`config.mk`:
```
export PLATFORM = sky130hd
export DESIGN_NAME = sync_fifo_axis
export DESIGN_NICKNAME = d
export VERILOG_FILES = /design/src/rtl/sync_fifo_axis.sv
export SDC_FILE = /design/constraint.sdc
export NUM_CORES = 1
export LEC_CHECK = 0
export CORE_MARGIN = 5
export CORE_UTILIZATION = 55
export CTS_BUF_LIST = sky130_fd_sc_hd__clkbuf_16
export DETAILED_ROUTE_END_ITERATION = 12
export DONT_BUFFER_PORTS = 1
export PLACE_DENSITY = 0.7
export SLEW_MARGIN = 40
export SYNTH_ARGS = -nofsm -noshare
export SYNTH_HDL_FRONTEND = slang
export SYNTH_SLANG_ARGS = --single-unit
```
`constraint.sdc`:
```
create_clock -name aclk -period 3.6 [get_ports aclk]
set_input_delay 0.9 -clock aclk [delete_from_list [all_inputs] [get_ports aclk]]
set_output_delay 0.9 -clock aclk [all_outputs]
set_load 0.05 [all_outputs]
```
`src/rtl/sync_fifo_axis.sv`:
```
// Synchronous first-word-fall-through FIFO with AXI-Stream style handshakes.
// Each entry stores the payload together with its tlast flag. Occupancy and
// the threshold flags are registered so they can feed downstream
// sequencing logic without adding combinational depth.
module sync_fifo_axis #(
   parameter int ADDR_WIDTH    = 4,
   parameter int DATA_WIDTH    = 16,
   parameter int AFULL_THRESH  = (2 ** ADDR_WIDTH) - 2,
   parameter int AEMPTY_THRESH = 2
) (
   input  logic                  aclk,
   input  logic                  aresetn,
   input  logic                  flush,
   input  logic                  s_tvalid,
   output logic                  s_tready,
   input  logic [DATA_WIDTH-1:0] s_tdata,
   input  logic                  s_tlast,
   output logic                  m_tvalid,
   input  logic                  m_tready,
   output logic [DATA_WIDTH-1:0] m_tdata,
   output logic                  m_tlast,
   output logic [ADDR_WIDTH:0]   level,
   output logic                  almost_full,
   output logic                  almost_empty
);

   localparam int DEPTH = 2 ** ADDR_WIDTH;
   localparam int PTR_W = ADDR_WIDTH + 1;

   // Storage is deliberately left without reset; stale entries are never
   // visible because the read port is masked whenever the FIFO is empty.
   logic [DATA_WIDTH:0] mem [DEPTH];

   logic [PTR_W-1:0]    wr_ptr;
   logic [PTR_W-1:0]    rd_ptr;
   logic [ADDR_WIDTH:0] level_nxt;
   logic [DATA_WIDTH:0] head;
   logic                full;
   logic                empty;
   logic                push;
   logic                pop;

   // Status derived from the registered pointers only, so ready/valid never
   // depend combinationally on the partner's handshake input.
   always_comb begin
      empty    = (wr_ptr == rd_ptr);
      full     = (wr_ptr[ADDR_WIDTH-1:0] == rd_ptr[ADDR_WIDTH-1:0]) &&
                 (wr_ptr[ADDR_WIDTH] != rd_ptr[ADDR_WIDTH]);
      s_tready = !full;
      m_tvalid = !empty;
   end

   // Handshake qualification; flush overrides both sides for that cycle.
   always_comb begin
      push = s_tvalid && s_tready && !flush;
      pop  = m_tvalid && m_tready && !flush;
   end

   // Write port: payload and frame delimiter stored together at wr_ptr.
   always_ff @(posedge aclk) begin
      if (push) begin
         mem[wr_ptr[ADDR_WIDTH-1:0]] <= {s_tlast, s_tdata};
      end
   end

   // Pointer update; the extra MSB toggles on each wrap to separate full from empty.
   always_ff @(posedge aclk or negedge aresetn) begin
      if (!aresetn) begin
         wr_ptr <= '0;
         rd_ptr <= '0;
      end else if (flush) begin
         wr_ptr <= '0;
         rd_ptr <= '0;
      end else begin
         if (push) begin
            wr_ptr <= wr_ptr + PTR_W'(1);
         end
         if (pop) begin
            rd_ptr <= rd_ptr + PTR_W'(1);
         end
      end
   end

   // Next occupancy, shared by the level register and the threshold flags.
   always_comb begin
      level_nxt = level;
      if (flush) begin
         level_nxt = '0;
      end else if (push && !pop) begin
         level_nxt = level + PTR_W'(1);
      end else if (pop && !push) begin
         level_nxt = level - PTR_W'(1);
      end
   end

   // Level and flags registered together so they always agree in the same cycle.
   always_ff @(posedge aclk or negedge aresetn) begin
      if (!aresetn) begin
         level        <= '0;
         almost_full  <= 1'b0;
         almost_empty <= 1'b1;
      end else begin
         level        <= level_nxt;
         almost_full  <= (int'(level_nxt) >= AFULL_THRESH);
         almost_empty <= (int'(level_nxt) <= AEMPTY_THRESH);
      end
   end

   // First-word-fall-through read of the head entry, zeroed when empty.
   always_comb begin
      head    = mem[rd_ptr[ADDR_WIDTH-1:0]];
      m_tdata = '0;
      m_tlast = 1'b0;
      if (m_tvalid) begin
         m_tdata = head[DATA_WIDTH-1:0];
         m_tlast = head[DATA_WIDTH];
      end
   end

endmodule

```
==> key figures <==
Outcome
  • Status: finished clean

Timing
  • Tightest Pin Transition: 704 ps
  • Final setup fails: 0
  • Hold Violations, Final: 0
  • Post-route setup slack: 16.3 ps
  • RSZ-0062 raised after global routing: true
  • Clock skew: around 17 ps
  • Slew Viols, Final: 0
  • Min cycle time layout: roughly 3600 ps
  • Fin crit share: between 90% and 100%
  • Fmax: 279 MHz
  • Rel. slew slack: 53.1%

Clocking
  • Max Buffers Root-to-Sink: 3
  • CTS sink cnt: a little under 300
  • TritonCTS clock tree: yes
  • TritonCTS Buffers: 28
  • Root buffer cell: clkbuf_16
  • Worst skew pair latency: roughly 540 ps
  • H-tree levels: 1
  • Clock transition at path regs: about 60 ps

Logic synthesis
  • Area contributors post-synth: edfxtp_1, mux4_2, dfrtp_1
  • EDFF count, synth: 272
  • Yosys Warn Count: 0
  • Most frequent cell after synthesis: edfxtp_1
  • Synth top area share: a little under three quarters
  • Post-Syn Nets: 573
  • Syn_area_per_cell: 21.2 um^2
  • Top post-synthesis cells by count: edfxtp_1, mux4_2, nor2_1
  • FF+latch count, synth: 289
  • Top_reg_cell synth: edfxtp_1
  • Share of the yosys chip area belonging to registers: 74.6%
  • Mapped Cells: approximately 540
  • Synth unique cells: 45
  • Fraction of registers with async set/reset: 5.88%
  • Mapped Area: 0.0115 mm^2
  • Largest area contributor in the netlist: edfxtp_1

Global routing
  • GR Overflow Total: 0
  • Initial antenna violation count: 0
  • Largest net degree at the start of global routing: 37
  • Number of global-route vias before repair: about 6,000
  • First-pass GRT wire length: 36.5 mm
  • GRT Total Usage: approximately a fifth

Placed design
  • Setup WS pre-CTS: 393 ps
  • Placed cell area: between 0.01 and 0.015 mm^2
  • I/O Buffers: 0
  • Placed cells: 854
  • Hpwl dp: 14.0 mm
  • Routability cong.: between 0.7 and 0.8

Worst setup path
  • End of the critical path: m_tdata[2]
  • Cells along the critical path: buf_8 > buf_12 > mux4_2 > mux4_2 > and2_4 > buf_12
  • Slowest cell delay on critical path: ~520 ps
  • Worst-path maximum fanout: 7
  • Critical Path AT: 2680 ps
  • Reg-to-Reg End: almost_empty
  • R2r worst-path depth: 10
  • Setup crit start kind: flip-flop
  • R2r setup slk: ~640 ps
  • CP endpoint kind: primary output
  • Crit path launch: rd_ptr[0]
  • Crit-path slowest cell: dfrtp_4
  • Reg-to-Reg Start: rd_ptr[0]
  • Worst path required time: 2700 ps
  • CP Class: flip-flop to primary output

Floorplanning
  • Full die area: 0.0240 mm^2
  • I/O Pins: 48
  • Die Y: 155 um
  • Cell Rows: 53
  • Die Width: 155 um
  • Initial Utilization: 55.4%
  • Core footprint: 0.0208 mm^2

Drt
  • First-pass iteration count of the detailed router: 4
  • Iter 0 DRT Violations: 545
  • DRC viols: 0
  • Vias per std cell: 6.15
  • Detailed Route WL: 24.3 mm
  • Routed wire per std cell: 26.6 um
  • Via count: 5,611
  • Detail Route Antenna Nets: 0

Final layout
  • Area delta synth->final: 18.7%
  • Share of layout cells above drive strength 1: 37.5%
  • Layout Cells excl Fill: roughly 900
  • Final nets: 650
  • Fin area: 0.0137 mm^2
  • Ant diodes: 0
  • Filler instances: 1,326

Hold path
  • Min-Delay Path Class: primary input to asynchronous set/reset pin

Power and ir drop
  • VDD IR max: 576 uV
  • Leak: 4.51 nW
  • Pwr Density: 612 mW/mm^2

Job
  • Max Cap Violations: 0
-- cells by family after synthesis --
kind of cell	Yosys count	synth area share [%]
buf+inv	38	1.43
fa+ha+maj	7	0.760
flops	289	74.6
xor+xnor	14	1.06
simple gates	89	4.01
compound gates	18	1.21
mux	89	17.0
-- where the power goes --
part           total [mW]  internal (mW)  switching [mW]
logic                1.79          0.981           0.810
registers            3.85           3.73           0.125
clock network        2.72           1.58            1.14
-- state kept, by name, summed over array words and instances, names as in the netlist --
name          cells
almost_empty      1
rd_ptr            5
mem             272
wr_ptr            5
almost_full       1
level             5
-- worst min path at each step --
stage	to	slack, ps	cells after the start
after floorplan	rd_ptr[4]	520	2
after global placement	wr_ptr[4]	550	2
after detailed placement	wr_ptr[4]	580	2
after CTS	wr_ptr[0]	30	0
after global routing	rd_ptr[3]	40	0
final	rd_ptr[3]	60	0
-- timing repair --
action,in CTS,in global routing
setup endpoints to repair,17,17
buffers inserted,7,1
hold buffers,0,0
gates cloned,2,2
pin swaps,0,0
gates resized for setup,15,20
-- through the flow --
step | hold WS (ps) | total power [mW] | utilization [%] | setup TNS (ps)
4_1_cts | 29.9 | 8.32 | 65.1 | -27.8
3_3_place_gp | 554 | 5.45 | 60.3 | 0
6_report | 59.4 | 8.36 | 65.7 | 0
3_5_place_dp | 576 | 5.47 | 60.3 | 0
5_1_grt | 38.5 | 8.66 | 65.7 | -455
2_1_floorplan | 525 | 4.92 | - | 0
-- area by class of cell --
type | instances | area (um^2) | share of cell area [%]
clock buffers | 29 | 726 | 5.31
clock inverters | 17 | 124 | 0.906
inverters | 9 | 38.8 | 0.284
multi-input cells | 217 | 2860 | 20.9
flip-flops and latches | 289 | 8600 | 62.9
well taps | 275 | 344 | 2.52
repair buffers | 76 | 985 | 7.20
-- layer usage --
metal / vias to the layer above / part of all wire, % / GRT usage [%]
li1: 2380 / - / -
met4: 0 / 2.5 / 5.59
met3: 49 / 7.3 / 3.44
met5: - / 0 / 0
met1: 2942 / 40 / 28.8
met2: 240 / 50 / 34.2
-- worst max-delay path: cells and delay by family (launching register included) --
| family | cells | cell delay (ps) |
|---|---|---|
| flip-flops | 1 | 520 |
| buffers and inverters | 3 | 450 |
| multiplexers | 2 | 1000 |
| AND/OR/NAND/NOR | 1 | 180 |
-- placed cells by master, fill, tap and decap left out, types with 2 or more instances in the layout --
cell and instances:
edfxtp_1 272, mux4_2 85, buf_4 42, clkbuf_16 31, buf_12 25, nor2_1 19
and2_4 18, inv_1 16, dfrtp_1 14, nor2_2 12, nand2_1 10, xor2_1 9
ha_1 7, nand2b_1 6, xnor2_1 5, nand3_1 5, nand4_1 4, a21oi_1 4
nor3_2 4, mux2i_1 3, clkinv_1 3, clkinv_2 3, buf_6 3, and3_1 2
o211ai_1 2, bufinv_16 2, buf_16 2, buf_8 2
Power figures use the tool's default switching activity.
